===== config.mk =====
export PLATFORM = sky130hd
export DESIGN_NAME = mem_align_seq_flat
export DESIGN_NICKNAME = d
export VERILOG_FILES = /design/src/rtl/mem_align_seq_pkg.sv /design/src/rtl/mem_align_seq_if.sv /design/src/rtl/mem_align_merge.sv /design/src/rtl/mem_align_seq.sv /design/src/flat_wrapper.sv
export SDC_FILE = /design/constraint.sdc
export NUM_CORES = 1
export LEC_CHECK = 0
export BUFFER_PORTS_ARGS = -buffer_cell sky130_fd_sc_hd__buf_2
export CAP_MARGIN = 20
export CORE_MARGIN = 1.5
export CORE_UTILIZATION = 38
export CTS_BUF_LIST = sky130_fd_sc_hd__clkbuf_4 sky130_fd_sc_hd__clkbuf_8 sky130_fd_sc_hd__clkbuf_16
export CTS_CLUSTER_DIAMETER = 80
export DETAILED_ROUTE_END_ITERATION = 8
export PLACE_DENSITY = 0.56
export SLEW_MARGIN = 20
export SYNTH_ARGS = -nofsm -noshare
export SYNTH_HDL_FRONTEND = slang
export SYNTH_SLANG_ARGS = --single-unit

===== constraint.sdc =====
create_clock -name clk -period 4.7 [get_ports clk]
set_input_delay 0.47 -clock clk [delete_from_list [all_inputs] [get_ports clk]]
set_output_delay 0.47 -clock clk [all_outputs]
set_load 0.01 [all_outputs]

===== src/rtl/mem_align_seq_pkg.sv =====
`default_nettype none
// +----------------------------------------------------------------------+
// | mem_align_seq_pkg                                                    |
// | Load/store type codes, sequencer state encodings, misalign helper.   |
// | Rev 1.0                                                              |
// +----------------------------------------------------------------------+
package mem_align_seq_pkg;

    // Load type codes shared with the core control encoding
    localparam logic [2:0] c_ld_lw  = 3'd0;
    localparam logic [2:0] c_ld_lh  = 3'd1;
    localparam logic [2:0] c_ld_lhu = 3'd2;
    localparam logic [2:0] c_ld_lb  = 3'd3;
    localparam logic [2:0] c_ld_lbu = 3'd4;

    localparam logic [1:0] c_sv_sw  = 2'd0;
    localparam logic [1:0] c_sv_sh  = 2'd1;
    localparam logic [1:0] c_sv_sb  = 2'd2;

    localparam logic [1:0] c_s_idle  = 2'd0;
    localparam logic [1:0] c_s_rd_hi = 2'd1;
    localparam logic [1:0] c_s_wr_lo = 2'd2;
    localparam logic [1:0] c_s_wr_hi = 2'd3;

    // Halfwords only straddle a word boundary at offset 3; bytes never do
    function automatic logic is_misaligned(input logic       we,
                                           input logic [2:0] ld,
                                           input logic [1:0] sv,
                                           input logic [1:0] off);
        logic r;
        r = 1'b0;
        if (we) begin
            if (sv == c_sv_sw)      r = (off != 2'd0);
            else if (sv == c_sv_sh) r = (off == 2'd3);
        end else begin
            if (ld == c_ld_lw)                         r = (off != 2'd0);
            else if (ld == c_ld_lh || ld == c_ld_lhu)  r = (off == 2'd3);
        end
        return r;
    endfunction

endpackage
`default_nettype wire


===== src/rtl/mem_align_seq_if.sv =====
`default_nettype none
// +----------------------------------------------------------------------+
// | mem_align_seq_if                                                     |
// | Core request/response and data-memory port bundle.                   |
// | Rev 1.0                                                              |
// +----------------------------------------------------------------------+
interface mem_align_seq_if;
    logic        req_valid;
    logic        req_we;
    logic [8:0]  req_addr;
    logic [31:0] req_wdata;
    logic [2:0]  req_ld;
    logic [1:0]  req_sv;
    logic        req_ready;
    logic [31:0] resp_rdata;
    logic [8:0]  mem_addr;
    logic        mem_we;
    logic [31:0] mem_din;
    logic [2:0]  mem_ld;
    logic [1:0]  mem_sv;
    logic [31:0] mem_dout;

    // master: core plus data memory; slave: the sequencer between them
    modport master (
        output req_valid, req_we, req_addr, req_wdata, req_ld, req_sv, mem_dout,
        input  req_ready, resp_rdata, mem_addr, mem_we, mem_din, mem_ld, mem_sv
    );
    modport slave (
        input  req_valid, req_we, req_addr, req_wdata, req_ld, req_sv, mem_dout,
        output req_ready, resp_rdata, mem_addr, mem_we, mem_din, mem_ld, mem_sv
    );
endinterface
`default_nettype wire


===== src/rtl/mem_align_merge.sv =====
`default_nettype none
// +----------------------------------------------------------------------+
// | mem_align_merge                                                      |
// | Combinational load byte-select/extend and store byte merge.          |
// | Rev 1.0                                                              |
// +----------------------------------------------------------------------+
module mem_align_merge
    import mem_align_seq_pkg::*;
(
    input  wire logic [31:0] i_lo_word,
    input  wire logic [31:0] i_hi_word,
    input  wire logic [1:0]  i_off,
    input  wire logic [2:0]  i_ld,
    input  wire logic        i_st_half,
    input  wire logic [31:0] i_wdata,
    output logic      [31:0] o_load_data,
    output logic      [63:0] o_merged
);

    logic [63:0] w_pair;
    logic [31:0] w_window;
    logic [2:0]  w_byte;

    assign w_pair   = {i_hi_word, i_lo_word};
    assign w_window = w_pair[{i_off, 3'b000} +: 32];

    always_comb begin
        case (i_ld)
            c_ld_lh:  o_load_data = {{16{w_window[15]}}, w_window[15:0]};
            c_ld_lhu: o_load_data = {16'h0000, w_window[15:0]};
            default:  o_load_data = w_window;
        endcase
    end

    // Replace bytes off..off+n-1 of the two-word pair with store data
    always_comb begin
        o_merged = w_pair;
        w_byte   = 3'd0;
        for (int k = 0; k < 4; k++) begin
            w_byte = {1'b0, i_off} + 3'(k);
            if (k < 2 || !i_st_half)
                o_merged[{w_byte, 3'b000} +: 8] = i_wdata[k*8 +: 8];
        end
    end

endmodule
`default_nettype wire


===== src/rtl/mem_align_seq.sv =====
`default_nettype none
// +----------------------------------------------------------------------+
// | mem_align_seq                                                        |
// | Splits misaligned loads/stores into aligned word reads and RMW       |
// | writes. Define MISALIGN_TRAP_EN to trap instead of splitting.        |
// | Rev 1.0                                                              |
// +----------------------------------------------------------------------+
module mem_align_seq
    import mem_align_seq_pkg::*;
#(
    parameter int CNT_W = 16
) (
    input  wire logic             clk,
    input  wire logic             rst,
    mem_align_seq_if.slave        bus,
    output logic      [CNT_W-1:0] misalign_cnt,
    output logic                  misalign_err
);

    logic [1:0]       r_state;
    logic [1:0]       w_next;
    logic [31:0]      r_w0;
    logic [31:0]      r_w1;
    logic [CNT_W-1:0] r_cnt;
    logic [1:0]       w_off;
    logic [6:0]       w_lo;
    logic [6:0]       w_hi;
    logic             w_mis;
    logic             w_err;
    logic [31:0]      w_hi_word;
    logic [31:0]      w_load_data;
    logic [63:0]      w_merged;

    assign w_off = bus.req_addr[1:0];
    assign w_lo  = bus.req_addr[8:2];
    assign w_hi  = w_lo + 7'd1;
    assign w_mis = bus.req_valid
                 & is_misaligned(bus.req_we, bus.req_ld, bus.req_sv, w_off);

    // High word is still on the memory bus during RD_HI, latched afterwards
    assign w_hi_word = (r_state == c_s_rd_hi) ? bus.mem_dout : r_w1;

    mem_align_merge u_merge (
        .i_lo_word   (r_w0),
        .i_hi_word   (w_hi_word),
        .i_off       (w_off),
        .i_ld        (bus.req_ld),
        .i_st_half   (bus.req_sv == c_sv_sh),
        .i_wdata     (bus.req_wdata),
        .o_load_data (w_load_data),
        .o_merged    (w_merged)
    );

    always_ff @(posedge clk or posedge rst) begin
        if (rst) r_state <= c_s_idle;
        else     r_state <= w_next;
    end

    always_comb begin
        w_next = r_state;
        case (r_state)
            c_s_idle: begin
`ifdef MISALIGN_TRAP_EN
                w_next = c_s_idle;
`else
                if (w_mis) w_next = c_s_rd_hi;
`endif
            end
            c_s_rd_hi: w_next = bus.req_we ? c_s_wr_lo : c_s_idle;
            c_s_wr_lo: w_next = c_s_wr_hi;
            c_s_wr_hi: w_next = c_s_idle;
            default:   w_next = c_s_idle;
        endcase
    end

    always_ff @(posedge clk or posedge rst) begin
        if (rst) begin
            r_w0  <= '0;
            r_w1  <= '0;
            r_cnt <= '0;
        end else begin
            if (r_state == c_s_idle && w_mis) begin
`ifndef MISALIGN_TRAP_EN
                r_w0 <= bus.mem_dout;
`endif
                if (r_cnt != '1) r_cnt <= r_cnt + CNT_W'(1);
            end
            if (r_state == c_s_rd_hi && bus.req_we)
                r_w1 <= bus.mem_dout;
        end
    end

    always_comb begin
        bus.mem_addr   = bus.req_addr;
        bus.mem_we     = bus.req_valid & bus.req_we;
        bus.mem_din    = bus.req_wdata;
        bus.mem_ld     = bus.req_ld;
        bus.mem_sv     = bus.req_sv;
        bus.resp_rdata = bus.mem_dout;
        bus.req_ready  = bus.req_valid;
        w_err          = 1'b0;
        case (r_state)
            c_s_idle: begin
                if (w_mis) begin
`ifdef MISALIGN_TRAP_EN
                    w_err          = 1'b1;
                    bus.req_ready  = 1'b1;
                    bus.mem_we     = 1'b0;
                    bus.resp_rdata = '0;
`else
                    bus.mem_addr   = {w_lo, 2'b00};
                    bus.mem_ld     = c_ld_lw;
                    bus.mem_we     = 1'b0;
                    bus.req_ready  = 1'b0;
                    bus.resp_rdata = '0;
`endif
                end
            end
            c_s_rd_hi: begin
                bus.mem_addr   = {w_hi, 2'b00};
                bus.mem_ld     = c_ld_lw;
                bus.mem_we     = 1'b0;
                bus.mem_sv     = c_sv_sw;
                bus.req_ready  = ~bus.req_we;
                bus.resp_rdata = bus.req_we ? 32'h0 : w_load_data;
            end
            c_s_wr_lo: begin
                bus.mem_addr   = {w_lo, 2'b00};
                bus.mem_ld     = c_ld_lw;
                bus.mem_we     = 1'b1;
                bus.mem_sv     = c_sv_sw;
                bus.mem_din    = w_merged[31:0];
                bus.req_ready  = 1'b0;
                bus.resp_rdata = '0;
            end
            default: begin
                bus.mem_addr   = {w_hi, 2'b00};
                bus.mem_ld     = c_ld_lw;
                bus.mem_we     = 1'b1;
                bus.mem_sv     = c_sv_sw;
                bus.mem_din    = w_merged[63:32];
                bus.req_ready  = 1'b1;
                bus.resp_rdata = '0;
            end
        endcase
        // Reset kills any in-flight write immediately, not at the next edge
        if (rst) begin
            bus.req_ready  = 1'b0;
            bus.mem_we     = 1'b0;
            bus.resp_rdata = '0;
            w_err          = 1'b0;
        end
    end

    assign misalign_cnt = r_cnt;
    assign misalign_err = w_err;

endmodule
`default_nettype wire

===== src/flat_wrapper.sv =====
// flat-port wrapper written by rule: the top's interface ports become plain ports
module mem_align_seq_flat import mem_align_seq_pkg::*;
#(
    parameter int CNT_W = 16
)
  (clk, rst, misalign_cnt, misalign_err, bus_req_valid, bus_req_we, bus_req_addr, bus_req_wdata, bus_req_ld, bus_req_sv, bus_mem_dout, bus_req_ready, bus_resp_rdata, bus_mem_addr, bus_mem_we, bus_mem_din, bus_mem_ld, bus_mem_sv);
  mem_align_seq_if bus_i ();
  input  wire logic clk;
  input  wire logic rst;
  output logic      [CNT_W-1:0] misalign_cnt;
  output logic misalign_err;
  input wire logic [$bits(bus_i.req_valid)-1:0] bus_req_valid;
  input wire logic [$bits(bus_i.req_we)-1:0] bus_req_we;
  input wire logic [$bits(bus_i.req_addr)-1:0] bus_req_addr;
  input wire logic [$bits(bus_i.req_wdata)-1:0] bus_req_wdata;
  input wire logic [$bits(bus_i.req_ld)-1:0] bus_req_ld;
  input wire logic [$bits(bus_i.req_sv)-1:0] bus_req_sv;
  input wire logic [$bits(bus_i.mem_dout)-1:0] bus_mem_dout;
  output wire logic [$bits(bus_i.req_ready)-1:0] bus_req_ready;
  output wire logic [$bits(bus_i.resp_rdata)-1:0] bus_resp_rdata;
  output wire logic [$bits(bus_i.mem_addr)-1:0] bus_mem_addr;
  output wire logic [$bits(bus_i.mem_we)-1:0] bus_mem_we;
  output wire logic [$bits(bus_i.mem_din)-1:0] bus_mem_din;
  output wire logic [$bits(bus_i.mem_ld)-1:0] bus_mem_ld;
  output wire logic [$bits(bus_i.mem_sv)-1:0] bus_mem_sv;
  assign bus_i.req_valid = bus_req_valid;
  assign bus_i.req_we = bus_req_we;
  assign bus_i.req_addr = bus_req_addr;
  assign bus_i.req_wdata = bus_req_wdata;
  assign bus_i.req_ld = bus_req_ld;
  assign bus_i.req_sv = bus_req_sv;
  assign bus_i.mem_dout = bus_mem_dout;
  assign bus_req_ready = bus_i.req_ready;
  assign bus_resp_rdata = bus_i.resp_rdata;
  assign bus_mem_addr = bus_i.mem_addr;
  assign bus_mem_we = bus_i.mem_we;
  assign bus_mem_din = bus_i.mem_din;
  assign bus_mem_ld = bus_i.mem_ld;
  assign bus_mem_sv = bus_i.mem_sv;
  mem_align_seq #(.CNT_W(CNT_W)) u_core (.clk(clk), .rst(rst), .bus(bus_i), .misalign_cnt(misalign_cnt), .misalign_err(misalign_err));
endmodule

Yosys cells after proc, flatten, opt, wreduce, memory -nomap -nowiden --
Cells that the tools add are included.
Operators by class: add/subtract/negate cells 9, equal/unequal tests 9, shifts and indexed selects 9, mux-type cells 32, bitwise operators 3, reductions and logical operators 9
Operator list (count):
- 64-bit bitwise mux | 4
- 8-bit by 8-bit variable shift with 64-bit output (first input constant) | 4
- 8-bit by 8-bit indexed part select with 64-bit output | 4
- 32-bit one-hot mux with 2 select lines | 3
- 32-bit 2-to-1 mux | 4
- 64-bit 2-to-1 mux | 2
- 64-bit by 6-bit indexed part select with 32-bit output | 1
- 6-bit negator with 8-bit output | 3
- 9-bit one-hot mux with 2 select lines | 1
- 16-bit by 1-bit adder with 16-bit output (second input constant) | 1
- 16-bit inequality test (second input constant) | 1
- 1-bit 2-to-1 mux | 9
- 2-bit 2-to-1 mux | 4
- 5-bit negator with 8-bit output | 1
- 2-bit one-hot mux with 4 select lines | 1
- 7-bit by 1-bit adder with 7-bit output (second input constant) | 1
- 2-bit by 2-bit adder with 3-bit output (second input constant) | 2
- 2-bit == test (second input constant) | 3
- 3-bit 2-to-1 mux | 2
- 2-bit by 1-bit == test with 1-bit output (second input constant) | 2
- 2-bit zero test | 2
- 2-bit by 1-bit adder with 3-bit output (second input constant) | 1
- 3-bit by 1-bit == test with 1-bit output (second input constant) | 1
- 3-bit by 2-bit == test with 1-bit output (second input constant) | 1
- 11 further kinds | 13
Storage, ports and cells: flip-flop bits (word level) 82, input bits 82, output and inout bits 97, logic and storage cells 75

Longest topological paths before layout --
Gate-level depths: netlist of run 1.
word-level depth 9, depth in mapped cells 13

Hierarchy --
From an unflattened synthesis of run 1, not the netlist that was laid out.
Second synthesis, totals: cell total of the unflattened synthesis 987, area, all modules 8513.2 um^2
Modules (own cells, without submodules):
- mem_align_seq | instances 1, cells each 443, area each 4982.3 um^2, seq. area each 2052.0 um^2
- mem_align_merge | instances 1, cells each 544, area each 3530.9 um^2, seq. area each 0.0 um^2

Worst setup path after synthesis of run 1 --
Ideal clock, no wire load.
path kind input port to output port, start in bus_req_addr[0], end out bus_mem_din[29], arrival 3299 ps, required time 4230 ps, slack 931 ps, stages on the path 12, path buffers 5, cell sequence buf_2 buf_1 inv_1 clkbuf_1 ha_1 clkbuf_1 clkbuf_1 and2_1 nand4_1 o21ai_0 a311oi_1 o311ai_0
On the way: longest elaborated chain between the ends 9
RTL lines:
- from (decl) | line flat_wrapper.sv:14 | input wire logic [$bits(bus_i.req_addr)-1:0] bus_req_addr;
- 2-bit by 1-bit adder with 3-bit output / 5-bit negator with 8-bit output (equally long branches) | line mem_align_merge.sv:40, mem_align_merge.sv:42
- 6-bit negator with 8-bit output, or another cell as far along | line mem_align_merge.sv:42 | o_merged[{w_byte, 3'b000} +: 8] = i_wdata[k*8 +: 8];
- 8-bit by 8-bit indexed part select with 64-bit output, or another cell as far along | line mem_align_merge.sv:42
- 64-bit bitwise mux (2 in series) | line mem_align_merge.sv:42
- 64-bit 2-to-1 mux | line mem_align_merge.sv:41 | if (k < 2 || !i_st_half)
- 64-bit bitwise mux | line mem_align_merge.sv:42
- 64-bit 2-to-1 mux (*) | line mem_align_merge.sv:41
- 32-bit one-hot mux with 2 select lines (*) | line mem_align_seq.sv:102 | case (r_state)
- to (decl) | line flat_wrapper.sv:23 | output wire logic [$bits(bus_i.mem_din)-1:0] bus_mem_din;
Mark *: on every way between the ends. The rest lies on a longest branch, timed or not.

Final worst setup path of run 1 --
start in bus_req_addr[1], end out bus_resp_rdata[10]
On the way: longest elaborated chain between the ends 8
RTL lines:
- parallel branches: the longest is 6 deep, another holds 64-bit by 6-bit indexed part select with 32-bit output
- 32-bit one-hot mux with 2 select lines (*) | line mem_align_seq.sv:102
- 32-bit 2-to-1 mux (*) | line mem_align_seq.sv:147 | if (rst) begin
- to (decl) | line flat_wrapper.sv:20 | output wire logic [$bits(bus_i.resp_rdata)-1:0] bus_resp_rdata;
Mark *: on every way between the ends.

==> results of run 1 <==
[cell usage after synthesis (10+ instances only)]
library cell	instances	area [um^2]
buf_1	13	48.8
a21oi_1	48	240
o22ai_1	21	131
a222oi_1	18	180
mux2i_1	51	510
o2bb2ai_2	10	150
mux2_2	68	766
o2bb2ai_1	12	105
a221oi_1	15	131
clkbuf_1	42	158
a32oi_1	11	96.3
nand3_1	38	190
ha_1	12	150
inv_1	16	60.1
xnor2_1	11	96.3
o21ai_0	53	265
dfrtp_1	82	2050
nand2_1	88	330
a211oi_1	18	135
nor2_1	47	176
nor3_1	17	85.1
o221ai_1	10	87.6
and2_1	15	93.8
xor2_1	11	96.3
[worst register-to-register path: stages, from the launching register on]
cell and delay [ns]:
dfrtp_1 0.97, inv_1 0.32, nor2_1 0.24, nand2_1 0.48, buf_4 0.45, mux2_2 0.30
[stage by stage]
stage               cell area, um^2  power, W   util
floorplan                      7740   0.00286      -
global placement               8910   0.00382  0.443
detailed placement             8910   0.00383  0.443
CTS                            9260   0.00469  0.461
global route                   9260   0.00499  0.461
finish                         9260   0.00475  0.461
[final cells by class]
type,instances,area (um^2)
fill,2043,10800
clock buffer,9,225
clock inverter,7,128
timing repair buffer,212,1150
multi-input combinational,728,5300
sequential,82,2050
inverter,18,68.8
tap,270,338
[registers in the layout (all words and copies together), names as in the netlist, named ones only]
register             count
u_core.r_w0             32
u_core.misalign_cnt     16
u_core.r_state           1
u_core.r_w1             32
[layer usage]
layer  part of all wire  track usage  up-vias  routed length [um]
li1                   -            -     3814                   -
met1               0.45        0.458     4036               15100
met2               0.44        0.467      491               14700
met3              0.085       0.0342       64                2830
met4              0.025        0.102        0                 837
met5                  0            0        -                   0
[cell families (layout without fill, tap and decap cells)]
| group | after synthesis | after routing | share of synthesized area |
|---|---|---|---|
| AO/OA/AOI/OAI | 304 | 304 | 0.294 |
| XOR/XNOR | 22 | 22 | 0.0249 |
| adder cells (fa/ha/maj) | 12 | 12 | 0.0194 |
| buffers and inverters | 92 | 246 | 0.0528 |
| flip-flops | 82 | 82 | 0.265 |
| multiplexers | 121 | 121 | 0.171 |
| other | 1 | 1 | 0.000484 |
| AND/OR/NAND/NOR | 268 | 268 | 0.173 |
[power by group through the flow]
stage	clock network (W)	registers [W]	logic [W]
after floorplan	0	0.00117	0.00169
after global placement	0	0.00134	0.00249
after detailed placement	0	0.00135	0.00248
after CTS	0.000860	0.00134	0.00249
after global routing	0.000888	0.00139	0.00272
final	0.000847	0.00136	0.00254
[final timing paths]
kind,startpoint,endpoint,slack (ns)
max in group asynchronous,rst,u_core.r_w0[20],3.36
min in group clk,bus_mem_dout[4],u_core.r_w1[4],0.40
hold / removal,rst,u_core.r_state[0],0.13
setup reg to reg,u_core.r_state[0],u_core.r_w1[23],1.82
hold reg to reg,u_core.misalign_cnt[15],u_core.misalign_cnt[15],0.50
setup / recovery,bus_req_addr[1],bus_resp_rdata[10],0.74
==> impl_results.html, run 1 <==
<table>
<tr><th>Metric</th><th>Value</th></tr>
<tr><th colspan="2">Yosys</th></tr>
<tr><td>Sequential fraction of the synthesis area</td><td>0.265</td></tr>
<tr><td>Async SR Flop Fraction</td><td>1.00</td></tr>
<tr><td>Register bit total from synthesis</td><td>just over 80</td></tr>
<tr><td>Synth Cell Area</td><td>7740 um^2</td></tr>
<tr><td>Primary FF master, synth</td><td>dfrtp_1</td></tr>
<tr><td>Post-synthesis cell type count</td><td>76</td></tr>
<tr><td>Instance count of the mapped netlist</td><td>~900</td></tr>
<tr><td>Number of nets produced by synthesis</td><td>996</td></tr>
<tr><td>Number of enable-type register cells in the synthesized netlist</td><td>0</td></tr>
<tr><td>YS warnings</td><td>0</td></tr>
<tr><td>Synthesized area per cell</td><td>roughly 8.6 um^2</td></tr>
<tr><th colspan="2">Routing</th></tr>
<tr><td>Overall routed net length</td><td>approximately 33 mm</td></tr>
<tr><td>Remaining antenna violation count after routing</td><td>0</td></tr>
<tr><td>Detailed-route via count</td><td>roughly 8400</td></tr>
<tr><td>Drc violations</td><td>0</td></tr>
<tr><td>Starting DRT DRC Count</td><td>between 1000 and 1500</td></tr>
<tr><td>1st-pass router iterations</td><td>6</td></tr>
<tr><td>WL per Instance</td><td>25.2 um</td></tr>
<tr><td>DR vias/cell</td><td>approximately 6.3</td></tr>
<tr><th colspan="2">Run status</th></tr>
<tr><td>Result of the run</td><td>completed</td></tr>
<tr><th colspan="2">STA</th></tr>
<tr><td>Worst-case setup margin in the final layout</td><td>roughly 0.74 ns</td></tr>
<tr><td>Final number of hold-violating endpoints</td><td>0</td></tr>
<tr><td>Number of failing setup endpoints in the final timing report</td><td>0</td></tr>
<tr><td>Period minus WS final</td><td>between 3 and 4 ns</td></tr>
<tr><td>Setup TNS Final</td><td>0 ns</td></tr>
<tr><td>Period utilisation layout</td><td>0.843</td></tr>
<tr><td>Transition time at the pin with the least slew margin</td><td>roughly 1.1 ns</td></tr>
<tr><td>RSZ-0062 raised after global routing</td><td>no</td></tr>
<tr><td>Worst hold slack</td><td>approximately 0.13 ns</td></tr>
<tr><td>Layout Skew</td><td>0.0124 ns</td></tr>
<tr><td>Maximum clock frequency</td><td>about 250 MHz</td></tr>
<tr><td>Max Transition Viols Final</td><td>0</td></tr>
<tr><td>Worst max-slew margin expressed relative to the limit</td><td>0.263</td></tr>
<tr><th colspan="2">Global route</th></tr>
<tr><td>GRT overflow</td><td>0</td></tr>
<tr><td>Global-route usage over all layers</td><td>0.309</td></tr>
<tr><td>Wire length of the first global-routing pass</td><td>~50 mm</td></tr>
<tr><td>Maximum number of pins on one net before global-route repair</td><td>72</td></tr>
<tr><td>Initial antenna violation count</td><td>0</td></tr>
<tr><td>Vias in the first global route</td><td>7796</td></tr>
<tr><th colspan="2">Power and ir drop</th></tr>
<tr><td>Switching Fraction</td><td>0.453</td></tr>
<tr><td>Leakage power total</td><td>between 4 and 5 nW</td></tr>
<tr><td>Share of total power in the clock network</td><td>0.179</td></tr>
<tr><td>Power share of the combinational group</td><td>0.535</td></tr>
<tr><td>Power spent charging and discharging nets</td><td>~0.0022 W</td></tr>
<tr><td>Internal power of the cells</td><td>about 0.0026 W</td></tr>
<tr><td>Portion of total power attributed to sequential cells</td><td>0.286</td></tr>
<tr><td>Power density over the cells</td><td>around 510 nW/um^2</td></tr>
<tr><td>Max rail drop VDD</td><td>about 260 uV</td></tr>
<tr><th colspan="2">Setup path</th></tr>
<tr><td>Type of element launching the critical path</td><td>primary input</td></tr>
<tr><td>CP top delay family</td><td>buffers and inverters</td></tr>
<tr><td>Worst setup path category</td><td>primary input to primary output</td></tr>
<tr><td>Slowest stage cell on the critical path</td><td>ha_1</td></tr>
<tr><td>Required time of the critical path</td><td>approximately 4.2 ns</td></tr>
<tr><td>Longest individual stage delay on the worst path</td><td>about 0.60 ns</td></tr>
<tr><td>Worst path depth</td><td>10</td></tr>
<tr><td>Critical Path Fanout Max</td><td>66</td></tr>
<tr><td>Signal arrival time at the worst endpoint</td><td>3.49 ns</td></tr>
<tr><td>Crit. End Element</td><td>primary output</td></tr>
<tr><td>Critical path buffers and inverters</td><td>4</td></tr>
<tr><td>Cell Chain, Critical Path</td><td>buf_2 &gt; buf_4 &gt; ha_1 &gt; nand2_1 &gt; a211oi_2 &gt; or3_1 &gt; a2111oi_4 &gt; buf_4 &gt; a22o_1 &gt; buf_2</td></tr>
<tr><td>Depth of the worst register-to-register path</td><td>5</td></tr>
<tr><th colspan="2">Placement</th></tr>
<tr><td>Routability-driven placement congestion ratio</td><td>slightly below 1</td></tr>
<tr><td>Number of cells after detailed placement</td><td>approximately 1300</td></tr>
<tr><td>Worst Setup Slack post-DPL</td><td>~0.79 ns</td></tr>
<tr><td>Count of buffers inserted at the top-level ports</td><td>about 180</td></tr>
<tr><td>Detail Placement HPWL</td><td>~25 mm</td></tr>
<tr><th colspan="2">CTS</th></tr>
<tr><td>CTS clk-pin slew, worst paths</td><td>roughly 0.070 ns</td></tr>
<tr><td>Root buf cell</td><td>clkbuf_16</td></tr>
<tr><td>Setup bufs post-CTS</td><td>0</td></tr>
<tr><td>CTS HTree Levels</td><td>3</td></tr>
<tr><td>CTS tree</td><td>built</td></tr>
<tr><td>Latest clock arrival within the worst-skew pair</td><td>0.34 ns</td></tr>
<tr><td>Post-CTS Resized</td><td>0</td></tr>
<tr><td>Hold buffer count at CTS</td><td>0</td></tr>
<tr><td>Clock Sinks</td><td>82</td></tr>
<tr><td>Clock Tree Buf Depth</td><td>2</td></tr>
<tr><td>Cts bufs inserted</td><td>9</td></tr>
<tr><th colspan="2">Floorplanning</th></tr>
<tr><td>Placement Rows</td><td>52</td></tr>
<tr><td>Die boundary width</td><td>between 100 and 150 um</td></tr>
<tr><td>Number of placed I/O pins</td><td>179</td></tr>
<tr><td>Overall die area</td><td>21200 um^2</td></tr>
<tr><td>Core ar.</td><td>about 20000 um^2</td></tr>
<tr><td>Effective utilization at floorplan</td><td>0.385</td></tr>
<tr><td>Y dimension of the die</td><td>146 um</td></tr>
<tr><th colspan="2">Hold path</th></tr>
<tr><td>Worst min-delay path category</td><td>primary input to asynchronous set/reset pin</td></tr>
<tr><th colspan="2">Finish</th></tr>
<tr><td>P&amp;R area growth vs syn</td><td>19.6%</td></tr>
<tr><td>Most common cell after layout, fill and taps aside</td><td>buf_2</td></tr>
<tr><td>Number of nets in the final layout</td><td>between 1000 and 1500</td></tr>
<tr><td>Antenna diode instance count</td><td>0</td></tr>
<tr><td>Share of cells above drive strength 1</td><td>0.305</td></tr>
<tr><td>Non-filler cells, final</td><td>between 1000 and 1500</td></tr>
<tr><td>Most frequent cells in the layout</td><td>buf_2 (177), nand2_1 (88), dfrtp_1 (82)</td></tr>
<tr><th colspan="2">Flow run</th></tr>
<tr><td>Number of maximum-capacitance violations</td><td>0</td></tr>
</table>
(Power assumes the default switching activity.)
==> inputs of run 2 (changes only) <==
- clock period: 4.7 -> 3.8 ns (I/O delays scaled with it)
==> run 2 against run 1 <==
  * Design area increased by 1.3%
  * Critical endpoint is now bus_mem_din[7]
  * Largest power group unchanged
  * Critical path depth stayed put
  * Count of clock-buffer cells in the layout unchanged
==> impl_results.html, run 2 (same netlist as run 1, synthesis figures left out) <==
<table>
<tr><th>Metric</th><th>Value</th></tr>
<tr><th colspan="2">STA</th></tr>
<tr><td>Period utilisation layout</td><td>0.908</td></tr>
<tr><td>Maximum clock frequency</td><td>between 200 and 300 MHz</td></tr>
<tr><td>Max Transition Viols Final</td><td>0</td></tr>
<tr><td>Transition time at the pin with the least slew margin</td><td>1.10 ns</td></tr>
<tr><td>RSZ-0062 raised after global routing</td><td>no</td></tr>
<tr><td>Period minus WS final</td><td>between 3 and 4 ns</td></tr>
<tr><td>Number of failing setup endpoints in the final timing report</td><td>0</td></tr>
<tr><td>Worst max-slew margin expressed relative to the limit</td><td>0.264</td></tr>
<tr><td>Setup TNS Final</td><td>0 ns</td></tr>
<tr><td>Final number of hold-violating endpoints</td><td>0</td></tr>
<tr><td>Layout Skew</td><td>approximately 0.01 ns</td></tr>
<tr><th colspan="2">Placement</th></tr>
<tr><td>Detail Placement HPWL</td><td>~25 mm</td></tr>
<tr><td>Routability-driven placement congestion ratio</td><td>0.998</td></tr>
<tr><td>Count of buffers inserted at the top-level ports</td><td>approximately 180</td></tr>
<tr><td>Number of cells after detailed placement</td><td>between 1000 and 1500</td></tr>
<tr><th colspan="2">Routing</th></tr>
<tr><td>Detailed-route via count</td><td>8513</td></tr>
<tr><td>WL per Instance</td><td>24.9 um</td></tr>
<tr><td>Remaining antenna violation count after routing</td><td>0</td></tr>
<tr><td>Drc violations</td><td>0</td></tr>
<tr><td>DR vias/cell</td><td>about 6.3</td></tr>
<tr><td>Overall routed net length</td><td>between 30 and 40 mm</td></tr>
<tr><td>1st-pass router iterations</td><td>5</td></tr>
<tr><td>Starting DRT DRC Count</td><td>905</td></tr>
<tr><th colspan="2">Finish</th></tr>
<tr><td>Antenna diode instance count</td><td>0</td></tr>
<tr><td>Flip-flop and latch area</td><td>slightly above 2000 um^2</td></tr>
<tr><td>Non-filler cells, final</td><td>around 1300</td></tr>
<tr><td>Share of cells above drive strength 1</td><td>0.315</td></tr>
<tr><td>Most frequent cells in the layout</td><td>buf_2 (177), nand2_1 (88), dfrtp_1 (82)</td></tr>
<tr><td>Number of nets in the final layout</td><td>1162</td></tr>
<tr><td>P&amp;R area growth vs syn</td><td>21.2%</td></tr>
<tr><td>Most common cell after layout, fill and taps aside</td><td>buf_2</td></tr>
<tr><td>Area of combinational cells with multiple inputs</td><td>between 5000 and 6000 um^2</td></tr>
<tr><td>Final-layout fill cell count</td><td>2032</td></tr>
<tr><th colspan="2">Run status</th></tr>
<tr><td>Result of the run</td><td>completed</td></tr>
<tr><th colspan="2">Setup path</th></tr>
<tr><td>CP top delay family</td><td>simple AND/OR/NAND/NOR gates</td></tr>
<tr><td>Critical path buffers and inverters</td><td>4</td></tr>
<tr><td>Cell Chain, Critical Path</td><td>buf_2 &gt; inv_1 &gt; buf_4 &gt; ha_1 &gt; nand3_1 &gt; nor4b_1 &gt; a22o_1 &gt; a222oi_1 &gt; o21ai_0 &gt; buf_2</td></tr>
<tr><td>Most common cell on crit path</td><td>buf_2</td></tr>
<tr><td>Signal arrival time at the worst endpoint</td><td>about 3.1 ns</td></tr>
<tr><td>Depth of the worst register-to-register path</td><td>6</td></tr>
<tr><td>Type of element launching the critical path</td><td>primary input</td></tr>
<tr><td>Longest individual stage delay on the worst path</td><td>roughly 0.66 ns</td></tr>
<tr><td>Crit. End Element</td><td>primary output</td></tr>
<tr><td>Slowest stage cell on the critical path</td><td>nor4b_1</td></tr>
<tr><td>Worst setup path category</td><td>primary input to primary output</td></tr>
<tr><td>Required time of the critical path</td><td>3.42 ns</td></tr>
<tr><td>R2r setup slk</td><td>about 1.5 ns</td></tr>
<tr><td>Worst reg2reg endpoint</td><td>u_core.r_w1[30]</td></tr>
<tr><td>Critical Path Fanout Max</td><td>7</td></tr>
<tr><td>Reg2reg start</td><td>u_core.r_state[0]</td></tr>
<tr><th colspan="2">Hold path</th></tr>
<tr><td>Worst min-delay path category</td><td>primary input to flip-flop</td></tr>
<tr><td>Hold path endpoint</td><td>u_core.r_w0[9]</td></tr>
<tr><td>Startpoint of the worst hold path</td><td>bus_mem_dout[9]</td></tr>
<tr><td>Instance count along the most critical hold path</td><td>2</td></tr>
<tr><th colspan="2">Flow run</th></tr>
<tr><td>Number of maximum-capacitance violations</td><td>0</td></tr>
<tr><th colspan="2">Global route</th></tr>
<tr><td>Wire length of the first global-routing pass</td><td>around 50 mm</td></tr>
<tr><td>Initial antenna violation count</td><td>0</td></tr>
<tr><td>GRT overflow</td><td>0</td></tr>
<tr><td>Global-route usage over all layers</td><td>0.308</td></tr>
<tr><td>Maximum number of pins on one net before global-route repair</td><td>between 70 and 80</td></tr>
<tr><td>Vias in the first global route</td><td>approximately 7900</td></tr>
<tr><th colspan="2">Floorplanning</th></tr>
<tr><td>Die boundary width</td><td>roughly 150 um</td></tr>
<tr><td>Overall die area</td><td>roughly 21000 um^2</td></tr>
<tr><td>Core ar.</td><td>between 20000 and 25000 um^2</td></tr>
<tr><td>Effective utilization at floorplan</td><td>0.385</td></tr>
<tr><td>Y dimension of the die</td><td>146 um</td></tr>
<tr><td>Number of placed I/O pins</td><td>roughly 180</td></tr>
<tr><td>Placement Rows</td><td>between 50 and 60</td></tr>
<tr><th colspan="2">CTS</th></tr>
<tr><td>Clock Tree Buf Depth</td><td>2</td></tr>
<tr><td>CTS HTree Levels</td><td>3</td></tr>
<tr><td>Cts bufs inserted</td><td>9</td></tr>
<tr><td>Root buf cell</td><td>clkbuf_16</td></tr>
<tr><td>CTS clk-pin slew, worst paths</td><td>0.07 ns</td></tr>
<tr><td>Clock Sinks</td><td>82</td></tr>
<tr><td>Latest clock arrival within the worst-skew pair</td><td>0.34 ns</td></tr>
<tr><td>Post-CTS Resized</td><td>0</td></tr>
<tr><td>CTS tree</td><td>built</td></tr>
<tr><td>Setup bufs post-CTS</td><td>0</td></tr>
<tr><th colspan="2">Power and ir drop</th></tr>
<tr><td>Leakage power total</td><td>around 4.2 nW</td></tr>
<tr><td>Max rail drop VDD</td><td>317 uV</td></tr>
<tr><td>Power density over the cells</td><td>between 600 and 700 nW/um^2</td></tr>
</table>
run 2: final cells by class:
class,count,area share
multi-input combinational,728,0.565
timing repair buffer,229,0.138
inverter,18,0.00734
tap,270,0.0360
clock buffer,9,0.0240
clock inverter,7,0.0105
sequential,82,0.219
run 2: through the flow:
step | worst slack (ns) | hold WS (ns) | util | instance area [um^2] | total power, W
after floorplan | 0.211 | 0.471 | - | 7740 | 0.00354
after CTS | 0.405 | 0.305 | 0.466 | 9380 | 0.00576
after global routing | 0.130 | 0.316 | 0.467 | 9380 | 0.00612
final | 0.349 | 0.315 | 0.467 | 9380 | 0.00583
after detailed placement | 0.430 | 0.332 | 0.450 | 9040 | 0.00478
after global placement | 0.489 | 0.340 | 0.450 | 9040 | 0.00478
run 2: worst max-delay path by stage:
| stage | cells past startpoint | start | end |
|---|---|---|---|
| after floorplan | 12 | bus_req_addr[0] | bus_mem_din[29] |
| after global placement | 7 | bus_req_addr[1] | bus_resp_rdata[31] |
| after detailed placement | 10 | bus_req_addr[1] | bus_mem_din[0] |
| after CTS | 10 | bus_req_addr[1] | bus_mem_din[0] |
| after global routing | 10 | bus_req_addr[1] | bus_mem_din[0] |
| final | 10 | bus_req_addr[1] | bus_mem_din[7] |
run 2: routing by layer:
layer	wire length (um)	vias to the layer above	GRT usage
met4	1160	0	0.121
li1	-	3840	-
met1	15200	4119	0.456
met5	0	-	0
met3	2980	74	0.0483
met2	14100	480	0.444
run 2: repair_timing:
item | in CTS | in global routing
hold endpoints to repair | 5 | 0
setup endpoints to repair | 0 | 0
hold buffers | 1 | 0
run 2: where the power goes:
| group | internal [W] | total (W) | leakage [nW] | switching (W) |
|---|---|---|---|---|
| Combinational | 0.00134 | 0.00322 | 3.07 | 0.00188 |
| Clock | 0.000581 | 0.000964 | 0.156 | 0.000383 |
| Sequential | 0.00124 | 0.00164 | 1.01 | 0.000395 |
| Total | 0.00317 | 0.00583 | 4.23 | 0.00266 |
==> inputs of run 3 (changes only) <==
- CORE_UTILIZATION: 38 -> 30
- PLACE_DENSITY: 0.56 -> 0.46
==> run 3 against run 2 <==
  * Design area increased by 1.0%
  * Power decreased by 0.18%
  * Global-route usage decreased by 4.7 points
  * Clock power decreased by 5.0%
  * Non-clock buffer count increased by 7
  * Count of clock-buffer cells in the layout unchanged
  * Critical path type unchanged
  * Critical endpoint is now bus_mem_din[24]
  * Largest cell class unchanged
==> impl_results.html, run 3 (same netlist as run 1, synthesis figures left out) <==
<table>
<tr><th>Metric</th><th>Value</th></tr>
<tr><th colspan="2">Routing</th></tr>
<tr><td>1st-pass router iterations</td><td>7</td></tr>
<tr><td>Remaining antenna violation count after routing</td><td>0</td></tr>
<tr><td>DR vias/cell</td><td>approximately 6.0</td></tr>
<tr><td>WL per Instance</td><td>around 25 um</td></tr>
<tr><td>Overall routed net length</td><td>35.1 mm</td></tr>
<tr><td>Detailed-route via count</td><td>8492</td></tr>
<tr><td>Drc violations</td><td>0</td></tr>
<tr><td>Starting DRT DRC Count</td><td>~1100</td></tr>
<tr><th colspan="2">Setup path</th></tr>
<tr><td>Required time of the critical path</td><td>around 3.4 ns</td></tr>
<tr><td>Worst setup path category</td><td>primary input to primary output</td></tr>
<tr><td>Depth of the worst register-to-register path</td><td>6</td></tr>
<tr><td>Crit. End Element</td><td>primary output</td></tr>
<tr><td>Critical Path Fanout Max</td><td>56</td></tr>
<tr><td>Worst reg2reg endpoint</td><td>u_core.misalign_cnt[15]</td></tr>
<tr><td>Signal arrival time at the worst endpoint</td><td>3.05 ns</td></tr>
<tr><td>Reg2reg start</td><td>u_core.r_state[0]</td></tr>
<tr><td>R2r setup slk</td><td>1.32 ns</td></tr>
<tr><td>Type of element launching the critical path</td><td>primary input</td></tr>
<tr><th colspan="2">Flow run</th></tr>
<tr><td>Number of maximum-capacitance violations</td><td>0</td></tr>
<tr><th colspan="2">Finish</th></tr>
<tr><td>P&amp;R area growth vs syn</td><td>22.4%</td></tr>
<tr><td>Most frequent cells in the layout</td><td>buf_2 (177), nand2_1 (88), dfrtp_1 (82)</td></tr>
<tr><td>Most common cell after layout, fill and taps aside</td><td>buf_2</td></tr>
<tr><td>Share of cells above drive strength 1</td><td>0.320</td></tr>
<tr><td>Number of nets in the final layout</td><td>around 1200</td></tr>
<tr><td>Antenna diode instance count</td><td>0</td></tr>
<tr><th colspan="2">CTS</th></tr>
<tr><td>Hold buffer count at CTS</td><td>0</td></tr>
<tr><td>CTS tree</td><td>built</td></tr>
<tr><td>CTS HTree Levels</td><td>3</td></tr>
<tr><td>Clock Tree Buf Depth</td><td>2</td></tr>
<tr><td>Setup bufs post-CTS</td><td>0</td></tr>
<tr><td>Clock Sinks</td><td>82</td></tr>
<tr><td>Latest clock arrival within the worst-skew pair</td><td>around 0.34 ns</td></tr>
<tr><td>Post-CTS Resized</td><td>0</td></tr>
<tr><td>CTS clk-pin slew, worst paths</td><td>roughly 0.070 ns</td></tr>
<tr><td>Root buf cell</td><td>clkbuf_16</td></tr>
<tr><td>Cts bufs inserted</td><td>9</td></tr>
<tr><th colspan="2">Floorplanning</th></tr>
<tr><td>Placement Rows</td><td>slightly below 60</td></tr>
<tr><td>Die boundary width</td><td>164 um</td></tr>
<tr><td>Y dimension of the die</td><td>164 um</td></tr>
<tr><td>Core ar.</td><td>approximately 25000 um^2</td></tr>
<tr><td>Overall die area</td><td>between 20000 and 30000 um^2</td></tr>
<tr><td>Effective utilization at floorplan</td><td>0.307</td></tr>
<tr><td>Number of placed I/O pins</td><td>179</td></tr>
<tr><th colspan="2">Global route</th></tr>
<tr><td>Global-route usage over all layers</td><td>0.260</td></tr>
<tr><td>Initial antenna violation count</td><td>0</td></tr>
<tr><td>GRT overflow</td><td>0</td></tr>
<tr><td>Vias in the first global route</td><td>about 8000</td></tr>
<tr><td>Wire length of the first global-routing pass</td><td>approximately 52 mm</td></tr>
<tr><td>Maximum number of pins on one net before global-route repair</td><td>between 50 and 60</td></tr>
<tr><th colspan="2">STA</th></tr>
<tr><td>Setup TNS Final</td><td>0 ns</td></tr>
<tr><td>Period utilisation layout</td><td>0.903</td></tr>
<tr><td>Worst-case setup margin in the final layout</td><td>between 0.3 and 0.4 ns</td></tr>
<tr><td>RSZ-0062 raised after global routing</td><td>no</td></tr>
<tr><td>Max Transition Viols Final</td><td>0</td></tr>
<tr><td>Period minus WS final</td><td>between 3 and 4 ns</td></tr>
<tr><td>Maximum clock frequency</td><td>around 290 MHz</td></tr>
<tr><td>Final number of hold-violating endpoints</td><td>0</td></tr>
<tr><td>Transition time at the pin with the least slew margin</td><td>1.03 ns</td></tr>
<tr><td>Number of failing setup endpoints in the final timing report</td><td>0</td></tr>
<tr><td>Worst hold slack</td><td>around 0.24 ns</td></tr>
<tr><td>Worst max-slew margin expressed relative to the limit</td><td>0.307</td></tr>
<tr><td>Layout Skew</td><td>0.0144 ns</td></tr>
<tr><th colspan="2">Placement</th></tr>
<tr><td>Detail Placement HPWL</td><td>between 20 and 30 mm</td></tr>
<tr><td>Worst Setup Slack post-DPL</td><td>0.415 ns</td></tr>
<tr><td>Count of buffers inserted at the top-level ports</td><td>177</td></tr>
<tr><td>Routability-driven placement congestion ratio</td><td>0.950</td></tr>
<tr><th colspan="2">Hold path</th></tr>
<tr><td>Worst min-delay path category</td><td>primary input to asynchronous set/reset pin</td></tr>
<tr><th colspan="2">Power and ir drop</th></tr>
<tr><td>Leakage power total</td><td>between 4 and 5 nW</td></tr>
<tr><td>Max rail drop VDD</td><td>roughly 240 uV</td></tr>
<tr><td>Power density over the cells</td><td>614 nW/um^2</td></tr>
<tr><th colspan="2">Run status</th></tr>
<tr><td>Result of the run</td><td>completed</td></tr>
</table>
[run 3: cell types whose count changed in the layout (fill, tap and decap cells not counted), sizes merged]
cell / previous run / this run
bufinv: 2 / 1
inv: 17 / 18
dlygate4sd3: 1 / 0
buf: 228 / 236
[run 3: layout make-up]
cell class / count / area (um^2)
Fill cell: 2635 / 15800
Multi-Input combinational cell: 728 / 5300
Sequential cell: 82 / 2050
Timing Repair Buffer: 236 / 1330
Tap cell: 330 / 413
Clock buffer: 9 / 225
Clock inverter: 7 / 83.8
Inverter: 18 / 68.8
[run 3: power by group]
group / total [W] / switching, W / leakage (nW) / internal (W)
clock network: 0.000916 / 0.000395 / 0.149 / 0.000521
registers: 0.00166 / 0.000416 / 1.01 / 0.00124
logic: 0.00324 / 0.00189 / 3.10 / 0.00135
[run 3: critical path: stages]
cell and delay (ns):
buf_2 0.11, buf_4 0.50, ha_1 0.58, nand3b_1 0.25, nor3_1 0.18, buf_4 0.18
a222oi_1 0.12, or4_1 0.47, o2111ai_1 0.11, buf_2 0.17
[run 3: metrics by stage]
stage,area (um^2),utilization,std cells,total power [W]
final,9480,0.375,1410,0.00581
after global routing,9480,0.375,1410,0.00617
after CTS,9480,0.375,1410,0.00577
after detailed placement,9170,0.363,1394,0.00483
after global placement,9170,0.363,1394,0.00484
after floorplan,7740,-,902,0.00354
[run 3: how the worst max path moves through the flow]
stage                    startpoint                  to  cells after the start
global route        bus_req_addr[1]  bus_resp_rdata[10]                     10
finish              bus_req_addr[0]     bus_mem_din[24]                     10
floorplan           bus_req_addr[0]     bus_mem_din[29]                     12
CTS                 bus_req_addr[1]     bus_mem_addr[0]                      9
detailed placement  bus_req_addr[1]  bus_resp_rdata[11]                     10
global placement    bus_req_addr[0]     bus_mem_din[24]                     10
[run 3: per-layer routing]
layer / global-route usage / up-vias / share of wire
li1: - / 3864 / -
met3: 0.0267 / 33 / 0.080
met2: 0.387 / 463 / 0.44
met1: 0.399 / 4132 / 0.47
met4: 0.0558 / 0 / 0.015
met5: 0 / - / 0
